===== src/rtl/cfi_flash_wb.sv =====
// cfi_flash_wb: Wishbone classic slave onto a 16-bit asynchronous CFI NOR flash.
// Define CFI_FLASH_WB_WRITE_EN to drive flash writes; otherwise writes are acked and dropped.
module cfi_flash_wb #(
  parameter int RD_WAIT    = 8,
  parameter int WR_WAIT    = 6,
  parameter int TA         = 2,
  parameter int RST_CYCLES = 16
) (
  input  logic        clk,
  input  logic        rst_n,
  input  logic [23:0] wb_adr_i,
  input  logic [31:0] wb_dat_i,
  input  logic [3:0]  wb_sel_i,
  input  logic        wb_we_i,
  input  logic        wb_cyc_i,
  input  logic        wb_stb_i,
  output logic [31:0] wb_dat_o,
  output logic        wb_ack_o,
  output logic [22:0] flash_adr_o,
  input  logic [15:0] flash_dq_i,
  output logic [15:0] flash_dq_o,
  output logic        flash_dq_oe_o,
  output logic        flash_ce_n_o,
  output logic        flash_oe_n_o,
  output logic        flash_we_n_o,
  output logic        flash_adv_n_o,
  output logic        flash_rst_n_o,
  output logic        flash_clk_o
);

`ifdef CFI_FLASH_WB_WRITE_EN
  localparam logic WR_EN = 1'b1;
`else
  localparam logic WR_EN = 1'b0;
`endif

  localparam int CW = 16;

  typedef enum logic [2:0] {
    IDLE, SETUP, ACCESS, HOLD, GAP, ACK
  } state_t;

  state_t        state_q, state_d;
  logic [CW-1:0] cnt_q;
  logic [CW-1:0] rcnt_q;
  logic          rst_done_q;
  logic [21:0]   base_q;
  logic          half_q;
  logic [31:0]   wdat_q;
  logic [31:0]   rdat_q;
  logic          lo_q;
  logic          we_q;

  logic          accept;
  logic          skip;
  logic          act;
  logic          last_acc;
  logic          last_gap;
  logic [CW-1:0] acc_len;

  assign accept = (state_q == IDLE) && wb_cyc_i
               && wb_stb_i && rst_done_q;
  // writes with nothing to store go straight to ACK
  assign skip = wb_we_i && (!WR_EN || wb_sel_i == 4'h0);
  assign acc_len = we_q ? CW'(WR_WAIT - 1)
                        : CW'(RD_WAIT - 1);
  assign last_acc = cnt_q == acc_len;
  assign last_gap = cnt_q == CW'(TA - 1);

  always_comb begin
    state_d = state_q;
    unique case (state_q)
      IDLE:   if (accept) state_d = skip ? ACK : SETUP;
      SETUP:  state_d = ACCESS;
      ACCESS: if (last_acc) begin
        if (we_q)        state_d = HOLD;
        else if (half_q) state_d = ACK;
        else             state_d = GAP;
      end
      HOLD:   state_d = (!half_q && lo_q) ? GAP : ACK;
      GAP:    if (last_gap) state_d = SETUP;
      ACK:    state_d = IDLE;
      default: state_d = IDLE;
    endcase
  end

  always_ff @(posedge clk or negedge rst_n) begin
    if (!rst_n) begin
      state_q <= IDLE;
      cnt_q   <= '0;
    end else begin
      state_q <= state_d;
      cnt_q   <= (state_d != state_q) ? '0 : cnt_q + 1'b1;
    end
  end

  // flash reset stretch after system reset release
  always_ff @(posedge clk or negedge rst_n) begin
    if (!rst_n) begin
      rcnt_q     <= '0;
      rst_done_q <= 1'b0;
    end else if (!rst_done_q) begin
      if (rcnt_q == CW'(RST_CYCLES - 1)) rst_done_q <= 1'b1;
      else rcnt_q <= rcnt_q + 1'b1;
    end
  end

  always_ff @(posedge clk or negedge rst_n) begin
    if (!rst_n) begin
      base_q <= '0;
      half_q <= 1'b0;
      wdat_q <= '0;
      rdat_q <= '0;
      lo_q   <= 1'b0;
      we_q   <= 1'b0;
    end else begin
      if (accept) begin
        base_q <= wb_adr_i[23:2];
        wdat_q <= wb_dat_i;
        lo_q   <= |wb_sel_i[1:0];
        we_q   <= wb_we_i;
        half_q <= wb_we_i && (wb_sel_i[3:2] == 2'b00);
      end
      if (state_q == ACCESS && last_acc && !we_q) begin
        if (half_q) rdat_q[15:0]  <= flash_dq_i;
        else        rdat_q[31:16] <= flash_dq_i;
      end
      if (state_q == GAP && last_gap) half_q <= 1'b1;
    end
  end

  assign act = (state_q == SETUP) || (state_q == ACCESS)
            || (state_q == HOLD);

  assign flash_ce_n_o  = !act;
  assign flash_oe_n_o  = !(state_q == ACCESS && !we_q);
  assign flash_we_n_o  = !(WR_EN && state_q == ACCESS && we_q);
  assign flash_dq_oe_o = WR_EN && act && we_q;
  assign flash_adr_o   = {base_q, half_q};
  assign flash_dq_o    = half_q ? wdat_q[15:0] : wdat_q[31:16];
  assign flash_adv_n_o = 1'b0;
  assign flash_clk_o   = 1'b0;
  assign flash_rst_n_o = rst_done_q;

  assign wb_ack_o = (state_q == ACK) && wb_cyc_i && wb_stb_i;
  assign wb_dat_o = wb_ack_o ? rdat_q : '0;

endmodule

===== config.mk =====
export PLATFORM = sky130hd
export DESIGN_NAME = cfi_flash_wb
export DESIGN_NICKNAME = d
export VERILOG_FILES = /design/src/rtl/cfi_flash_wb.sv
export SDC_FILE = /design/constraint.sdc
export NUM_CORES = 1
export LEC_CHECK = 0
export BUFFER_PORTS_ARGS = -buffer_cell sky130_fd_sc_hd__buf_2
export CORE_UTILIZATION = 40
export DETAILED_ROUTE_END_ITERATION = 10
export MAX_ROUTING_LAYER = met4
export PLACE_DENSITY = 0.61
export SLEW_MARGIN = 5
export SYNTH_ARGS = -nofsm -noshare
export SYNTH_HDL_FRONTEND = slang
export SYNTH_SLANG_ARGS = --single-unit

===== constraint.sdc =====
create_clock -name clk -period 3.05 [get_ports clk]
set_input_delay 0.305 -clock clk [delete_from_list [all_inputs] [get_ports clk]]
set_output_delay 0.305 -clock clk [all_outputs]
set_load 0.02 [all_outputs]

; Word level (Yosys, flattened, before mapping)
; Cells that the tools add are included.
[totals]
regBits = 125
input_bits = 81
out_inout_bits = 79
elab_cells = 65
[classes]
n_addsub = 2
eq_ne = 9
muxes = 16
n_bitwise = 3
reduce_logical = 24
[op_table]
columns = cell, count
row1 = $add 16x1->16 const B, 2
row2 = $mux 16, 2
row3 = $mux 32, 1
row4 = $eq 16x1->1 const B, 1
row5 = $eq 16x3->1, 1
row6 = $eq 16x4->1 const B, 1
row7 = $mux 3, 5
row8 = $pmux 3 s5, 1
row9 = $logic_and 1x1->1, 11
row10 = $eq 3x2->1 const B, 2
row11 = $eq 3x3->1 const B, 2
row12 = $mux 1, 6
row13 = $reduce_and 2->1, 3
row14 = $logic_not 1->1, 4
row15 = $eq 3x1->1 const B, 1
row16 = $logic_not 3->1, 1
row17 = $ne 3x3->1, 1
row18 = $not 1->1, 3
row19 = $logic_not 2->1, 1
row20 = $logic_or 1x1->1, 2
row21 = $mux 2, 1
row22 = $reduce_bool 2->1, 1
row23 = $reduce_or 2->1, 1

; Logic depth before layout (Yosys ltp)
; Gate-level depths: netlist of run 1.
[logic_depth]
word_depth = 8
mapped_depth = 8
depth_no_buf = 6

; Least setup slack after synthesis of run 1
; Ideal clock, no wire load.
[synth_path]
path_type = reg2reg
startpoint = register cnt_q[10]
endpoint = register rdat_q[10]
setup_time_ps = 125
arrival_time_ps = 2089
required_ps = 2925
slack_ps = 836
path_stages_with_launch = 7
path_buffers = 3
synth_period_minus_slack_ps = 2214
cell_sequence = dfrtp_1 -> buf_6 -> or4_4 -> or4_4 -> buf_6 -> buf_12 -> mux2_4
[synth_between]
elab_chain_len = 4
[synth_rtl]
columns = element, line
row1 = "start, declared", 44  ; logic [CW-1:0] cnt_q;
row2 = "start signal, assigned", 93  ; cnt_q <= (state_d != state_q) ? '0 : cnt_q + 1'b1;
row3 = $eq 16x3->1, 67  ; assign last_acc = cnt_q == acc_len;
row4 = $logic_and 1x1->1 (2 in series), 124  ; if (state_q == ACCESS && last_acc && !we_q) begin
row5 = $reduce_and 2->1 (no line), -
row6 = "end signal, assigned", 125  ; if (half_q) rdat_q[15:0] <= flash_dq_i;
row7 = "end, declared", 50  ; logic [31:0] rdat_q;
; No other way between the ends.
; A chain may end at the register's enable or synchronous reset.

; Worst setup path in the final report of run 1
[layout_path]
startpoint = register state_q[1]
endpoint = register rdat_q[10]
[layout_between]
elab_chain_len = 4
[layout_rtl]
columns = element, line
row1 = "start, declared", 43  ; state_t state_q, state_d;
row2 = "start signal, assigned", 92  ; state_q <= state_d;
row3 = $eq 3x2->1, 124
row4 = $logic_and 1x1->1 (2 in series), 124
row5 = $reduce_and 2->1 (no line), -
; No other way between the ends.

==> metrics.json, run 1 <==
{
  "synth": {
    "seq_area_frac_synth_pct": 54.2,
    "async_reset_ff_share_pct": 100,
    "synth_cells": 569,
    "postSynthRegisterBits": 125,
    "netlist_area_um2": 5780,
    "synth_area_per_cell_um2": 10.2,
    "post_synth_num_cell_types": 45,
    "synth.top_cells.by_count": "nand2_1, dfrtp_1, mux2_2",
    "ys_dominant_reg_cell": "dfrtp_1",
    "synth.yosys.warnings": 0,
    "ys_top_cells_by_area": "dfrtp_1, nand2_1, mux2_2, and2_1, mux2_4",
    "netlist.area_leader.share_pct": 54.2,
    "post_synth_edffs": 0,
    "synth_area_leader_cell": "dfrtp_1",
    "dominant_cell_by_count_in_the_synthesized_netlist": "nand2_1"
  },
  "grt": {
    "grt_pass1_vias": 4407,
    "largest_net_degree_at_the_start_of_global_routing": 64,
    "globalRoute.totalOverflow": 0,
    "grt_pass1_wl_um": 20600,
    "grt_usage_pct": 18.3,
    "grt_antenna_before_repair": 2
  },
  "drt": {
    "detailedRoute.firstPassIterationCount": 4,
    "drc": 0,
    "post_drt_via_cell_ratio": 4.85,
    "route.final.wire_length_um": 12600,
    "ant_nets": 0,
    "wl_per_cell_um": 13.8,
    "detail_route.iter0.violations": 314,
    "num_vias": 4435
  },
  "cts": {
    "cts_num_sinks": 125,
    "cts.htree.levels": 4,
    "clkSlewWorstSetupHoldPaths_ns": 0.06,
    "maximum_number_of_buffers_from_clock_root_to_sink": 2,
    "clk_root_buffer_cell": "clkbuf_16",
    "postCtsHoldBufs": 0,
    "clk_latency_ns": 0.41,
    "cts_buffers": 17,
    "clock_tree_from_tritoncts": "done",
    "buffer_count_from_post_cts_setup_fixing": 0,
    "postCtsResizedCells": 0
  },
  "timing": {
    "tightest_slew_ns": 0.836,
    "finalCritPeriodShare_pct": 77.2,
    "setup_violations": 0,
    "grt_setup_unrepaired": "no",
    "timing_max_transition_violations_final": 0,
    "fmax_mhz": 425,
    "worst_clock_skew_ns": 0.0129,
    "number_of_hold_violations_in_the_final_report": 4,
    "worst_hold_slack_ns": -0.00915,
    "slew_headroom_pct": 44.3,
    "min_period_ns": 2.35,
    "fin_tns_setup_ns": 0
  },
  "placed_design": {
    "buffer_ports.inserted": 153,
    "gp_congestion": 0.782,
    "detailed_place_hpwl_um": 8790
  },
  "worst_setup_path": {
    "worstPathRequired_ns": 3.34,
    "worst-setup-path-type": "register to register",
    "worst_setup_path_end_kind": "register",
    "critical_path_peak_fanout": 16,
    "critical-path-slowest-cell": "or4_4",
    "crit_path_cell_trace": "nor3b_1, nand2_1, or4_4, mux2_4",
    "start_kind": "register",
    "cp_data_arrival_time_ns": 2.64,
    "slowest_delay_ns": 0.68
  },
  "floorplan": {
    "coreArea_um2": 14000,
    "die_w_um": 122,
    "design.die.area_um2": 14900,
    "dieHeight_um": 122,
    "rows": 43,
    "floorplan.io_pins": 160,
    "initial_utilization_pct": 41.3
  },
  "power": {
    "leakagePower_nw": 3.84,
    "p_per_area_nw_per_um2": 879,
    "max-vdd-ir-drop_mv": 0.541
  },
  "final_layout": {
    "post-route-util_pct": 52.7,
    "area_growth_syn_to_layout_pct": 27.6,
    "share_of_layout_cells_above_drive_strength_1_pct": 34.0,
    "final_nets": 803
  },
  "status": {
    "failed_checks": "negative hold slack",
    "status": "finished, violations left"
  },
  "flow_run": {
    "drv.max_cap_violation_count": 0
  },
  "hold_path": {
    "hold_class": "primary input to async pin"
  }
}
## registers in the layout, summed over array words and instances (netlist names)
register,cells
wdat_q,32
we_q,1
cnt_q,16
lo_q,1
rcnt_q,16
state_q,3
flash_rst_n_o,1
half_q,1
rdat_q,32
base_q,22
## placed cells by master (no fill, tap or decap), types with 2 or more instances in the layout
cell and instances:
a21oi_1 2, and2_1 32, and3_1 3, and4_1 2, buf_2 152, buf_4 9, bufinv_16 6, clkbuf_16 17
clkbuf_8 2, clkinv_2 4, clkinvlp_4 2, conb_1 4, dfrtp_1 125, diode_2 2, ha_1 3, inv_1 8
mux2_2 39, mux2_4 10, nand2_1 176, nand2b_1 3, nand3_1 16, nand4_1 8, nand4b_1 2, nor2_1 9
nor2b_1 3, nor3_1 22, nor3_2 2, nor3b_1 2, nor4_1 11, nor4b_1 3, o21ai_0 6, or3_1 2
or4_4 2, xnor2_1 15, xor2_1 13
## stage by stage
step                worst slack (ns)  power (W)  hold WS, ns  area (µm²)  instances
CTS                            0.678    0.00656      0.00596        7360        912
global route                   0.554    0.00687       0.0498        7370        914
finish                         0.696    0.00648     -0.00915        7370        914
detailed placement             0.705    0.00425        0.449        6690        880
global placement               0.741    0.00419        0.447        6690        880
floorplan                      0.836    0.00362      0.00941        5780        571
## cell type report
type,instances,area (µm²)
fill,1334,6620
sequential,125,3130
multi-input combinational,405,2460
timing repair buffer,162,848
clock buffer,20,457
tap,180,225
clock inverter,12,215
inverter,8,30.0
antenna,2,5.00
## cell families (layout without fill, tap and decap cells)
family                   after synthesis  count (layout)  synth area share (%)
buffers and inverters                 41             202                  3.57
AND/OR/NAND/NOR                      305             305                  25.1
multiplexers                          49              49                  10.2
other                                  2               6                 0.130
flip-flops                           125             125                  54.2
AO/OA/AOI/OAI                         16              16                  1.91
adder cells (fa/ha/maj)                3               3                 0.650
XOR/XNOR                              28              28                  4.25
## per-layer routing
metal / up-vias / part of all wire (%) / GRT usage, %
met3: 11 / 7.0 / 6.32
met2: 132 / 46 / 28.1
met5: - / 0 / -
met1: 2113 / 46 / 22.2
li1: 2179 / - / -
met4: 0 / 0.98 / 6.86
## power by group
part           switching (W)  total (W)  internal (W)
combinational        0.00109    0.00179      0.000702
sequential          0.000307    0.00242       0.00211
clock               0.000703    0.00227       0.00157
total                0.00210    0.00648       0.00438
## critical path, delay by kind of cell, from the launching register on
kind	cells	cell delay [ns]
muxes	1	0.36
DFF	1	0.55
and+or+nand+nor	3	1.32
## path summary, 6_finish.rpt
check                                  from    endpoint  slack, ns  cells past startpoint
max in group asynchronous             rst_n  wdat_q[13]       2.27                      2
worst max register to register   state_q[1]  rdat_q[10]       0.70                      4
worst max-delay path             state_q[1]  rdat_q[10]       0.70                      4
worst min register to register   base_q[14]  base_q[14]       0.46                      2
min in group clk                wb_adr_i[9]   base_q[7]       0.08                      3
worst min-delay path                  rst_n  rdat_q[19]     -0.009                      1
No activity file was read; power rests on OpenSTA's default activity.
==> inputs of run 2 (changes only) <==
- clock period: 3.05 -> 2.5 ns (I/O delays scaled with it)
==> run 2 against run 1 <==
The flow now finishes without violations. Largest power group unchanged. Register-to-register slack worse by 0.39 ns. Via count increased by 0.81%. Critical path type unchanged. Cell count increased by 0.55%. Hold slack gained 0.029 ns.
==> metrics.json, run 2 (synthesis gave the netlist of run 1 again) <==
{
  "cts": {
    "cts_num_sinks": {"value": 125, "change": "unchanged"},
    "clkSlewWorstSetupHoldPaths": {"value": 0.06, "unit": "ns", "change": "about the same"},
    "maximum_number_of_buffers_from_clock_root_to_sink": {"value": 2, "change": "unchanged"},
    "cts.htree.levels": {"value": 4, "change": "unchanged"},
    "clock_tree_from_tritoncts": "done",
    "buffer_count_from_post_cts_setup_fixing": {"value": 0, "change": "unchanged"},
    "postCtsResizedCells": {"value": 0, "change": "unchanged"},
    "clk_latency": {"value": 0.42, "unit": "ns", "change": "about the same"},
    "cts_buffers": {"value": 17, "change": "unchanged"},
    "clk_root_buffer_cell": "clkbuf_16",
    "postCtsHoldBufs": {"value": 1, "change": "+1"}
  },
  "final_layout": {
    "largest_registers": "rdat_q x32, wdat_q x32, base_q x22",
    "area_growth_syn_to_layout_pct": 26.8,
    "fin_area": {"value": 7330, "unit": "µm²", "change": "-0.58%"},
    "antennaDiodeCount": {"value": 0, "change": "-2"},
    "commonest_cells_after_routing_fill_and_taps_aside": "nand2_1, buf_2, dfrtp_1, mux2_2, and2_1",
    "post-route-util": {"value": 52.4, "unit": "%", "change": "-0.30 points"},
    "layout.cells.most_common": "nand2_1",
    "final_nets": {"value": 810, "change": "+0.87%"},
    "share_of_layout_cells_above_drive_strength_1": {"value": 34.6, "unit": "%", "change": "+0.63 points"},
    "fillerInstances": {"value": 1275, "change": "-4.4%"}
  },
  "placed_design": {
    "gp_congestion": {"value": 0.830, "change": "+6.2%"},
    "placedInstanceArea": {"value": 6740, "unit": "µm²", "change": "+0.67%"},
    "detailed_place_hpwl": {"value": 9080, "unit": "µm", "change": "+3.3%"},
    "buffer_ports.inserted": {"value": 153, "change": "unchanged"}
  },
  "hold_path": {
    "hold_class": "primary input to register",
    "min_from": "wb_dat_i[14]"
  },
  "status": {
    "status": "complete, no violations"
  },
  "worst_setup_path": {
    "startpoint_of_the_lowest_slack_register_to_register_path": "cnt_q[10]",
    "worst_setup_path_startpoint": "cnt_q[10]",
    "worstPathRequired": {"value": 2.79, "unit": "ns", "change": "-0.55 ns"},
    "critical_path_peak_fanout": {"value": 16, "change": "unchanged"},
    "worst_setup_path_end_kind": "register",
    "worst-setup-path-type": "register to register",
    "cp_data_arrival_time": {"value": 2.48, "unit": "ns", "change": "-0.16 ns"},
    "start_kind": "register"
  },
  "drt": {
    "detail_route.iter0.violations": {"value": 258, "change": "-18%"},
    "drc": {"value": 0, "change": "unchanged"},
    "num_vias": {"value": 4471, "change": "+0.81%"},
    "wl_per_cell": {"value": 14.0, "unit": "µm", "change": "+1.9%"},
    "ant_nets": {"value": 0, "change": "unchanged"},
    "detailedRoute.firstPassIterationCount": {"value": 4, "change": "unchanged"},
    "route.final.wire_length": {"value": 12900, "unit": "µm", "change": "+2.4%"},
    "post_drt_via_cell_ratio": {"value": 4.87, "change": "+0.26%"}
  },
  "timing": {
    "min_period": {"value": 2.19, "unit": "ns", "change": "-0.165 ns"},
    "timing_max_transition_violations_final": {"value": 0, "change": "unchanged"},
    "fmax": {"value": 457, "unit": "MHz", "change": "+7.5%"},
    "setup_violations": {"value": 0, "change": "unchanged"},
    "fin_tns_setup": {"value": 0, "unit": "ns", "change": "unchanged"},
    "worst_clock_skew": {"value": 0.00579, "unit": "ns", "change": "-0.00715 ns"},
    "tightest_slew": {"value": 0.628, "unit": "ns", "change": "-0.208 ns"},
    "slew_headroom": {"value": 57.8, "unit": "%", "change": "+13 points"},
    "grt_setup_unrepaired": "no",
    "number_of_hold_violations_in_the_final_report": {"value": 0, "change": "-4"},
    "finalCritPeriodShare": {"value": 87.6, "unit": "%", "change": "+10 points"}
  },
  "flow_run": {
    "drv.max_cap_violation_count": {"value": 0, "change": "unchanged"}
  },
  "floorplan": {
    "coreArea": {"value": 14000, "unit": "µm²", "change": "unchanged"},
    "dieHeight": {"value": 122, "unit": "µm", "change": "unchanged"},
    "design.die.area": {"value": 14900, "unit": "µm²", "change": "unchanged"},
    "rows": {"value": 43, "change": "unchanged"},
    "floorplan.io_pins": {"value": 160, "change": "unchanged"},
    "initial_utilization": {"value": 41.3, "unit": "%", "change": "unchanged"},
    "die_w": {"value": 122, "unit": "µm", "change": "unchanged"}
  },
  "grt": {
    "grt_antenna_before_repair": {"value": 0, "change": "-2"},
    "largest_net_degree_at_the_start_of_global_routing": {"value": 73, "change": "+14%"},
    "globalRoute.totalOverflow": {"value": 0, "change": "unchanged"},
    "grt_pass1_vias": {"value": 4415, "change": "+0.18%"},
    "grt_usage": {"value": 18.7, "unit": "%", "change": "+0.42 points"},
    "grt_pass1_wl": {"value": 20900, "unit": "µm", "change": "+1.6%"}
  },
  "power": {
    "design_power_total": {"value": 0.00755, "unit": "W", "change": "+17%"},
    "leakagePower": {"value": 3.82, "unit": "nW", "change": "-0.54%"},
    "max-vdd-ir-drop": {"value": 0.629, "unit": "mV", "change": "+16%"},
    "p_per_area": {"value": 1030, "unit": "nW/µm²", "change": "+17%"}
  }
}
run 2: cell types whose count changed in the layout (fill, tap and decap cells not counted), sizes merged:
cell         change
bufinv           -5
buf              +6
inv              +2
diode            -2
dlygate4sd3      +1
clkinvlp         +3
run 2: critical path, stage by stage, from the launching register on:
cell and delay [ns]:
dfrtp_1 0.45, or4_4 0.56, or4_4 0.70, mux2_4 0.36
run 2: routing by layer:
metal	GRT usage (%)	share of wire (%)	vias up
met3	6.32	7.2	14
met5	-	0	-
met1	22.7	44	2120
li1	-	-	2196
met4	6.94	1.4	0
met2	28.9	47	141
run 2: worst paths after layout:
kind / slack (ns) / to / cells after the start
setup / recovery: 0.31 / rdat_q[7] / 3
hold / removal: 0.02 / wdat_q[14] / 3
setup reg to reg: 0.31 / rdat_q[7] / 3
hold reg to reg: 0.47 / wdat_q[2] / 2
max in group asynchronous: 1.51 / wdat_q[22] / 3
min in group asynchronous: 0.29 / rdat_q[31] / 2
run 2: final cells by class:
class	instances	area, µm²	area share (%)
Clock buffer	20	467	6.37
Tap cell	180	225	3.07
Sequential cell	125	3130	42.7
Inverter	8	30.0	0.410
Multi-Input combinational cell	405	2460	33.6
Timing Repair Buffer	169	903	12.3
Clock inverter	12	113	1.54
run 2: power breakdown:
part / switching [W] / internal, W / total, W
sequential: 0.000336 / 0.00258 / 0.00291
combinational: 0.00138 / 0.000898 / 0.00228
clock: 0.000910 / 0.00145 / 0.00236
run 2: per-stage QoR:
step	hold WS [ns]	cells	worst slack [ns]
after floorplan	-0.0456	571	0.286
after global placement	0.184	886	0.341
after detailed placement	0.180	886	0.314
after CTS	0.00332	919	0.305
after global routing	0.0105	919	0.222
final	0.0195	919	0.310
